===== config.mk =====
export PLATFORM = sky130hd
export DESIGN_NAME = vfpu_normround
export DESIGN_NICKNAME = d
export VERILOG_FILES = /design/src/rtl/vfpu_normround.sv
export SDC_FILE = /design/constraint.sdc
export NUM_CORES = 1
export LEC_CHECK = 0
export ABC_AREA = 1
export CAP_MARGIN = 25
export CORE_MARGIN = 1
export CORE_UTILIZATION = 60
export CTS_CLUSTER_SIZE = 25
export DETAILED_ROUTE_END_ITERATION = 16
export PLACE_DENSITY = 0.86
export SLEW_MARGIN = 20
export SYNTH_ARGS = -nofsm -noshare
export SYNTH_HDL_FRONTEND = slang
export SYNTH_SLANG_ARGS = --single-unit

===== constraint.sdc =====
create_clock -name clk_i -period 4.2 [get_ports clk_i]
set_input_delay 0.84 -clock clk_i [delete_from_list [all_inputs] [get_ports clk_i]]
set_output_delay 0.84 -clock clk_i [all_outputs]
set_load 0.05 [all_outputs]

===== src/rtl/vfpu_normround.sv =====
// Normalises a pre-norm vfpu result, rounds to nearest-even and packs binary32; iterative, one shift per cycle.
// Latency 4 + shift steps (zero: 2); starts while busy_o=1 are dropped, busy_o clears the cycle after done_o.
module vfpu_normround #(
   parameter int EXP_W     = 8,
   parameter int MANT_W    = 23,
   parameter int PN_EXP_W  = 10,
   parameter int PN_MANT_W = MANT_W + 5
) (
   input  logic                        clk_i,
   input  logic                        rst_ni,
   input  logic                        signPreNorm_i,
   input  logic signed [PN_EXP_W-1:0]  exponentPreNorm_i,
   input  logic [PN_MANT_W-1:0]        mantissaPreNorm_i,
   input  logic                        operandsReady_i,
   output logic                        busy_o,
   output logic                        done_o,
   output logic [EXP_W+MANT_W:0]       result_o,
   output logic                        overflow_o,
   output logic                        underflow_o,
   output logic                        inexact_o
);

   localparam int XW  = PN_EXP_W + 1;
   localparam int CB  = PN_MANT_W - 1;
   localparam int HB  = PN_MANT_W - 2;
   localparam logic signed [XW-1:0] EXP_ONE = XW'(1);
   localparam logic signed [XW-1:0] EXP_MAX = XW'((1 << EXP_W) - 1);

   typedef enum logic [2:0] {S_IDLE, S_NORM, S_ROUND, S_POST, S_PACK} state_e;

   state_e                   state_q, state_d;
   logic                     sign_q, sign_d;
   logic signed [XW-1:0]     exp_q, exp_d;
   logic [PN_MANT_W-1:0]     mant_q, mant_d;
   logic                     inx_q, inx_d;
   logic                     busy_q, busy_d;
   logic                     done_q, done_d;
   logic [EXP_W+MANT_W:0]    res_q, res_d;
   logic                     ovf_q, ovf_d;
   logic                     unf_q, unf_d;
   logic                     inexact_q, inexact_d;

   logic [PN_MANT_W-1:0]     mant_shr;
   logic                     round_inc;
   logic [EXP_W-1:0]         exp_field;

   always_comb begin
      state_d   = state_q;
      sign_d    = sign_q;
      exp_d     = exp_q;
      mant_d    = mant_q;
      inx_d     = inx_q;
      busy_d    = busy_q;
      done_d    = 1'b0;
      res_d     = res_q;
      ovf_d     = ovf_q;
      unf_d     = unf_q;
      inexact_d = inexact_q;
      exp_field = '0;
      // right shift keeps every discarded bit alive in the sticky position
      mant_shr  = {1'b0, mant_q[CB:2], mant_q[1] | mant_q[0]};
      round_inc = mant_q[2] & (mant_q[1] | mant_q[0] | mant_q[3]);

      case (state_q)
         S_IDLE: begin
            busy_d = 1'b0;
            if (operandsReady_i && !busy_q) begin
               sign_d  = signPreNorm_i;
               exp_d   = {exponentPreNorm_i[PN_EXP_W-1], exponentPreNorm_i};
               mant_d  = mantissaPreNorm_i;
               inx_d   = 1'b0;
               busy_d  = 1'b1;
               state_d = S_NORM;
            end
         end
         S_NORM: begin
            if (mant_q == '0) begin
               exp_d   = '0;
               state_d = S_PACK;
            end else if (mant_q[CB] || (exp_q < EXP_ONE)) begin
               mant_d = mant_shr;
               exp_d  = exp_q + EXP_ONE;
            end else if (!mant_q[HB] && (exp_q > EXP_ONE)) begin
               mant_d = {mant_q[PN_MANT_W-2:0], 1'b0};
               exp_d  = exp_q - EXP_ONE;
            end else begin
               state_d = S_ROUND;
            end
         end
         S_ROUND: begin
            mant_d  = mant_q + {{(PN_MANT_W-4){1'b0}}, round_inc, 3'b000};
            inx_d   = |mant_q[2:0];
            state_d = S_POST;
         end
         S_POST: begin
            if (mant_q[CB]) begin
               mant_d = mant_shr;
               exp_d  = exp_q + EXP_ONE;
            end
            state_d = S_PACK;
         end
         S_PACK: begin
            done_d  = 1'b1;
            state_d = S_IDLE;
            if (exp_q >= EXP_MAX) begin
               res_d     = {sign_q, {EXP_W{1'b1}}, {MANT_W{1'b0}}};
               ovf_d     = 1'b1;
               unf_d     = 1'b0;
               inexact_d = 1'b1;
            end else begin
               exp_field = mant_q[HB] ? exp_q[EXP_W-1:0] : '0;
               res_d     = {sign_q, exp_field, mant_q[HB-1:3]};
               ovf_d     = 1'b0;
               unf_d     = (exp_field == '0) & inx_q;
               inexact_d = inx_q;
            end
         end
         default: state_d = S_IDLE;
      endcase
   end

   always_ff @(posedge clk_i or negedge rst_ni) begin
      if (!rst_ni) begin
         state_q   <= S_IDLE;
         sign_q    <= 1'b0;
         exp_q     <= '0;
         mant_q    <= '0;
         inx_q     <= 1'b0;
         busy_q    <= 1'b0;
         done_q    <= 1'b0;
         res_q     <= '0;
         ovf_q     <= 1'b0;
         unf_q     <= 1'b0;
         inexact_q <= 1'b0;
      end else begin
         state_q   <= state_d;
         sign_q    <= sign_d;
         exp_q     <= exp_d;
         mant_q    <= mant_d;
         inx_q     <= inx_d;
         busy_q    <= busy_d;
         done_q    <= done_d;
         res_q     <= res_d;
         ovf_q     <= ovf_d;
         unf_q     <= unf_d;
         inexact_q <= inexact_d;
      end
   end

   assign busy_o      = busy_q;
   assign done_o      = done_q;
   assign result_o    = res_q;
   assign overflow_o  = ovf_q;
   assign underflow_o = unf_q;
   assign inexact_o   = inexact_q;

endmodule


* Word level (Yosys, flattened, before mapping)
Index checks and enable logic that the tools add are counted.
** Word-level totals
- Bits in registers :: 81
- Output and inout bits :: 37
- Logic and storage cells :: 77
** Cells by class
- $add $sub $neg :: 3
- Magnitude comparators :: 3
- Eq/ne operators :: 11
- Mux-type cells :: 26
- Bitwise operators :: 4
- Reduce and logical (&&, ||, !) cells :: 18
** Operator list (count)
- two-way mux 28 bit :: 4
- one-hot mux 28 bit (4 select lines) :: 1
- two-way mux 11 bit :: 5
- one-hot mux 11 bit (3 select lines) :: 1
- two-way mux 31 bit :: 1
- adder 28 x 4 -> 28 bit :: 1
- zero test 28 bit :: 1
- two-way mux 27 bit :: 1
- two-way mux 3 bit :: 4
- one-hot mux 3 bit (4 select lines) :: 1
- adder 11 x 2 -> 11 bit, second input constant :: 1
- greater-or-equal comparator 11 x 9 -> 1 bit, second input constant :: 1
- > comparator 11 x 2 -> 1 bit, second input constant :: 1
- < comparator 11 x 2 -> 1 bit, second input constant :: 1
- subtractor 11 x 2 -> 11 bit, second input constant :: 1
- != test 3 bit, second input constant :: 3
- zero test 8 bit :: 1
- two-way mux 8 bit :: 1
- AND reduction 4 bit :: 2
- equality test 3 x 2 -> 1 bit, second input constant :: 2
- two-way mux 1 bit :: 6
- != test 2 bit, second input constant :: 3
- AND reduction 5 bit :: 1
- != test 4 bit, second input constant :: 1
- 15 further kinds :: 20

* Longest topological paths before layout
Gate-level depths: netlist of run 1.
- Depth in word-level cells :: 6
- Mapped depth :: 15
- Gate-level depth less buffers :: 14

* Worst setup path before layout of run 1
OpenSTA, ideal clock, no wires.
- Path kind :: reg2reg
- Start point :: register exp_q[1]
- End point :: register res_q[10] (netlist: result_o[10])
- Setup time :: 0.130 ns
- Arrival time :: 1.682 ns
- Slack :: 2.388 ns
- Cell stages (with the launch flop) :: 11
- Period minus slack after synthesis :: 1.812 ns
- Path through :: dfrtp_1 ha_1 nand2_1 nor2_1 nand2_1 nand2_1 o21bai_1 nand2_1 nand2_1 clkbuf_1 o21ai_0
** On the way
- Word-level cells in the longest chain between the ends :: 2
** Ends and longest elaborated chain
- start: declaration :: RTL line 33 : logic signed [XW-1:0] exp_q, exp_d;
- start signal: assignment :: RTL line 138 : exp_q <= exp_d;
- greater-or-equal comparator 11 x 9 -> 1 bit :: RTL line 105 : if (exp_q >= EXP_MAX) begin
- two-way mux 31 bit :: RTL line 105
- end signal: assignment :: RTL line 143 : res_q <= res_d;
- end: declaration :: RTL line 38 : logic [EXP_W+MANT_W:0] res_q, res_d;
Every way passes these cells.
A chain may end at the register's enable or synchronous reset.

* Worst setup path in the final report of run 1
- Start point :: register exp_q[1]
- End point :: register res_q[23] (netlist: result_o[23])
Same word-level chain as after synthesis.

==> reports/qor.yml, run 1 <==
status: "completed"
maxSlewHeadroom: 0.369
rrSetupSlack_ns: 1.41
p_clk_frac: 0.105
post-route-min-period_ns: 2.79
syn-num-nets: 955
netlist.area_leader.share: 0.353
rsz0062_at_grt: "false"
cp-startpoint: "exp_q[1]"
synth_flop_cell: "dfrtp_1"
avgSynthCellArea_um2: 6.31
slew_violations: 0
ir_worst_vdd_uv: 447
synth_cell_types: 38
synth_warnings: 0
fin_util: 0.723
place_congestion: 0.916
layout-drive-gt1-share: 0.0444
min_period_over_period: 0.665
cp-start-kind: "register"
switching_share: 0.565
synthArstFlopShare: 1.00
root_buffer: "clkbuf_8"
worstReg2RegStart: "exp_q[1]"
synth_xor_xnor_area_share: 0.0153
fillers: 786
clk_latency_ns: 0.38
endpoint: "result_o[23]"
finalHoldViolCount: 0
vias_per_cell: 5.66
dpl.hpwl_mm: 10.9
synthCells: 909
clockBufferDepth: 2
die_w_um: 99.8
vias: 6208
clkTransAtPathRegs_ns: 0.11
wl_mm: 16.3
htree_levels: 3
synth_area_leaders: "dfrtp_1, nand2_1, nand3_1"
start_util: 0.621
worst_slew_pin_slew_ns: 0.943
intPower_mw: 2.49
p_leak_nw: 3.23
antenna_left: 0
dieArea_um2: 9950
cp_data_arrival_time_ns: 3.10
p_per_area_nw_per_um2: 856
synth.most_common_cell: "nand2_1"
p_seq_frac: 0.274
drt-pass1-iter-count: 5
synth_simple_gate_area_frac: 0.461
finalSetupViolCount: 0
cp.required_ns: 4.51
cp_max_fo: 26
synth_compound_area_frac: 0.0729
synth_edf_count: 0
gr-total-overflow: 0
cts_tree: "built"
drc: 0
ios: 79
n_antenna_cell: 0
synth_commonest_cells: "nand2_1, nand3_1, nor2_1"
tns_ns: 0
max_freq_mhz: 358
track_usage: 0.349
numCtsBuffers: 9
row_count: 35
synthMuxAreaShare: 0
port_buffers: 78
combinationalPowerShare: 0.620
max_cap_violations: 0
reg2reg_depth: 10
skew_ns: 0.0144
grt_pass1_vias: 5790
area_growth_pct: 16.5
cts-resized-gates: 0
hold_buffers: 0
hp-class: "input port to asynchronous set/reset pin"
coreArea_um2: 9240
synth_top_family_by_area: "simple AND/OR/NAND/NOR gates"
ys_ff_latch: 81
nets: 1009
r2r-end: "result_o[23]"
routedWlPerCell_um: 14.9
grt_max_degree: 82
grt_pass1_wl_mm: 27.6
cts_sinks: 81
die_h_um: 99.8
crit_type: "register to register"
netlist_area_um2: 5740
switching_power_mw: 3.23
post_cts_buffers: 0
drt_iter0_drc: 477
synth_fa_ha_area_frac: 0.00873
cp-end-kind: "register"
antenna_found_initial: 0
synth_top_area_cell: "dfrtp_1"
ys_seq_area_frac: 0.353
-- cells by family (layout without fill, tap and decap cells) --
kind of cell | count (synthesis) | after routing
AOI/OAI and AO/OA | 79 | 79
and+or+nand+nor | 623 | 623
DFF | 81 | 81
xor gates and xnor gates | 10 | 10
adders and majority gates | 4 | 4
buffers and inverters | 112 | 171
-- through the flow --
step           hold slack [ns]  std cells  worst slack (ns)  power (mW)  area (µm²)
3_5_place_dp             0.476       1081              1.44        5.06        6480
2_1_floorplan            0.478        909              2.39        4.23        5740
5_1_grt                  0.521       1097              1.16        6.19        6680
6_report                 0.483       1097              1.41        5.72        6680
4_1_cts                  0.499       1097              1.47        5.67        6680
3_3_place_gp             0.469       1081              1.49        4.98        6480
-- sequential cells by signal, summed over array words and instances, names as in the netlist --
name         count
inexact_o        1
busy_o           1
state_q          3
overflow_o       1
result_o        32
done_o           1
inx_q            1
mant_q          28
underflow_o      1
sign_q           1
exp_q           11
-- layout make-up --
cell class,instances,area [µm²],share of cell area
Clock buffer,9,124,0.0185
Clock inverter,7,76.3,0.0114
Inverter,73,279,0.0418
Multi-Input combinational cell,716,3200,0.479
Sequential cell,81,2030,0.303
Tap cell,129,161,0.0242
Timing Repair Buffer,82,812,0.122
-- routing by layer --
metal / wire [µm] / track usage / share of wire / up-vias
met4: 735 / 0.198 / 0.045 / 0
met3: 1230 / 0.0536 / 0.075 / 75
met2: 7800 / 0.578 / 0.48 / 285
met1: 6560 / 0.439 / 0.40 / 2848
li1: - / - / - / 3000
met5: 0 / 0 / 0 / -
-- critical path, stage by stage (launching register included) --
cell and delay [ns]:
dfrtp_1 0.50, ha_1 0.29, nand2_1 0.08, nor2_1 0.25, nand2_1 0.12, nand2_1 0.06
o21bai_1 0.10, nand2_1 0.06, nand2_1 0.70, inv_1 0.34, a21oi_1 0.22
-- power groups by stage --
stage	clock network [mW]	registers (mW)	logic [mW]
finish	0.604	1.57	3.55
global route	0.637	1.62	3.93
CTS	0.603	1.55	3.51
detailed placement	0	1.57	3.50
global placement	0	1.56	3.42
floorplan	0	1.90	2.33
-- worst min path at each step --
stage	slack [ns]	cells past startpoint	to
after floorplan	0.48	2	sign_q
after global placement	0.47	2	result_o[3]
after detailed placement	0.48	2	result_o[20]
after CTS	0.50	2	result_o[20]
after global routing	0.52	2	result_o[1]
final	0.48	1	done_o
-- layout by cell type, fill, tap and decap left out, types with 3 or more instances in the layout --
master / count
nand4_1: 19
a21oi_1: 21
nor2_1: 84
nor3_1: 6
ha_1: 4
nand2_2: 3
o21ai_0: 48
xor2_1: 9
nor2_2: 4
nand3b_1: 7
nand3_1: 104
dfrtp_1: 81
clkdlybuf4s50_1: 77
inv_8: 3
nand2_1: 381
inv_1: 67
or2_2: 4
buf_4: 4
clkbuf_8: 9
Power figures use the tool's default switching activity.
==> run 2: changes to the inputs <==
- CORE_UTILIZATION: 60 -> 51
- PLACE_DENSITY: 0.86 -> 0.78
- clock period: 4.2 -> 2.3 ns (I/O delays scaled with it)
==> run 2 against run 1 <==
Sequential cell count did not move. Critical path depth down 1. Wire length rose by 2.6%. Combinational power rose by 90%. Clock-buffer cell count unchanged. Maximum frequency grew 35%. Core utilization decreased by 8.9 points. Design area is 3.3% higher. Clock power increased by 74%. Clock skew shrank 0.00087 ns. Via count decreased by 0.29%.
==> reports/qor.yml, run 2 (synthesis results as in run 1) <==
coreArea_um2: 10900  # +18%
cp-start-kind: "register"
antenna_found_initial: 0  # unchanged
crit_buf_inv: 2  # +1
final_common_cell: "nand2_1"
gr-total-overflow: 0  # unchanged
routedWlPerCell_um: 14.7  # -0.92%
fillers: 1073  # +37%
start_util: 0.527  # -0.0939
numCtsBuffers: 9  # unchanged
cpMostUsedCell: "nand2_1"
hold_start: "result_o[8]"
layout-drive-gt1-share: 0.0703  # +0.0259
root_buffer: "clkbuf_8"
wl_mm: 16.7  # +2.6%
place_area_um2: 6710  # +3.5%
finalHoldViolCount: 0  # unchanged
grt_max_degree: 44  # -46%
antenna_left: 0  # unchanged
fin_area_um2: 6900  # +3.3%
place_congestion: 0.962  # +5.0%
grt_pass1_vias: 5684  # -1.8%
cts-resized-gates: 0  # unchanged
worst_slew_pin_slew_ns: 0.514  # -0.429 ns
drc: 0  # unchanged
max_stage_delay_ns: 0.42  # -0.28 ns
slew_violations: 0  # unchanged
cts_tree: "built"
cp_max_fo: 14  # -46%
preCtsSetupSlack_ns: 0.208  # -1.23 ns
vias: 6190  # -0.29%
place_inst: 1119  # +3.5%
skew_ns: 0.0135  # -0.000872 ns
whs_ns: 0.492  # +0.00882 ns
clkTransAtPathRegs_ns: 0.09  # -0.02 ns
finalPower_mw: 10.6  # +85%
layout_setup_ws_ns: 0.233  # -1.17 ns
tns_ns: 0  # unchanged
rsz0062_at_grt: "false"
row_count: 38  # +8.6%
finalSetupViolCount: 0  # unchanged
max_freq_mhz: 484  # +35%
drt-pass1-iter-count: 6  # +1
n_antenna_cell: 0  # unchanged
cp_top_family: "simple AND/OR/NAND/NOR gates"
port_buffers: 78  # unchanged
vias_per_cell: 5.45  # -3.7%
path_cells: "inv_2 > nand2_2 > nor2_2 > a21oi_1 > and3_1 > nand2_1 > inv_1 > nand2_1 > o21ai_0"
crit_type: "register to register"
fin_util: 0.634  # -0.0891
post-route-min-period_ns: 2.07  # -0.727 ns
min_period_over_period: 0.899  # +0.234
maxSlewHeadroom: 0.656  # +0.287
hp-class: "register to register"
nets: 1037  # +2.8%
cp.required_ns: 2.55  # -1.96 ns
drt_iter0_drc: 515  # +8.0%
max_cap_violations: 0  # unchanged
clockBufferDepth: 2  # unchanged
cp_slowest_cell: "dfrtp_1"
status: "completed"
largest_reg_flops: 32  # unchanged
dieArea_um2: 11700  # +17%
p_leak_nw: 3.36  # +4.0%
clk_latency_ns: 0.38  # about the same
holdPathStages: 2
fin_cells: 1136  # +3.6%
cp_data_arrival_time_ns: 2.31  # -0.79 ns
area_growth_pct: 20.4
p_per_area_nw_per_um2: 1540  # +79%
die_h_um: 108  # +8.3%
cp-end-kind: "register"
ios: 79  # unchanged
worstReg2RegStart: "state_q[2]"
dpl.hpwl_mm: 12.1  # +11%
min_to: "result_o[8]"
ir_worst_vdd_uv: 894  # +100%
rrSetupSlack_ns: 0.23  # -1.17 ns
htree_levels: 3  # unchanged
die_w_um: 108  # +8.3%
track_usage: 0.304  # -0.0451
final_cell_mix: "nand2_1, nand3_1, nor2_1, dfrtp_1, clkdlybuf4s50_1"
cts_sinks: 81  # unchanged
grt_pass1_wl_mm: 27.7  # +0.33%
r2r-end: "exp_q[0]"
reg2reg_depth: 9  # -1
-- run 2: how the worst max path moves through the flow --
stage	slack (ns)	from	depth (start not counted)	to
2_1_floorplan	0.49	exp_q[1]	10	result_o[10]
3_3_place_gp	0.26	operandsReady_i	7	exp_q[0]
3_5_place_dp	0.21	operandsReady_i	7	exp_q[0]
4_1_cts	0.26	state_q[2]	9	exp_q[0]
5_1_grt	0.07	exp_q[1]	13	exp_q[2]
6_report	0.23	state_q[2]	9	exp_q[0]
-- run 2: cell type report --
| type | instances | area, µm² | share of cell area |
|---|---|---|---|
| multi-input combinational | 716 | 3200 | 0.464 |
| sequential | 81 | 2030 | 0.294 |
| timing repair buffer | 110 | 1030 | 0.150 |
| inverter | 73 | 279 | 0.0404 |
| tap | 140 | 175 | 0.0254 |
| clock buffer | 9 | 124 | 0.0179 |
| clock inverter | 7 | 62.6 | 0.00906 |
-- run 2: what timing repair did --
action                                 in CTS  in global routing
buffers inserted                            0                  0
hold buffers                                1                  0
endpoints found under the hold margin      17                  0
-- run 2: power breakdown --
group / internal, mW / switching, mW
Combinational: 2.24 / 4.51
Clock: 0.413 / 0.641
Sequential: 2.08 / 0.709
-- run 2: routing by layer --
metal  wire length [µm]  vias to the layer above  global-route usage
met4                395                        0               0.126
li1                   -                     3060                   -
met5                  0                        -                   0
met1               7280                     2833               0.403
met3               1040                       38              0.0338
met2               8030                      259               0.505
-- run 2: worst reg2reg max path, delay by kind of cell, from the launching register on --
| kind | cells | cell delay (ns) |
|---|---|---|
| AO/OA/AOI/OAI | 2 | 0.25 |
| buffers and inverters | 2 | 0.31 |
| flip-flops | 1 | 0.42 |
| AND/OR/NAND/NOR | 5 | 0.97 |
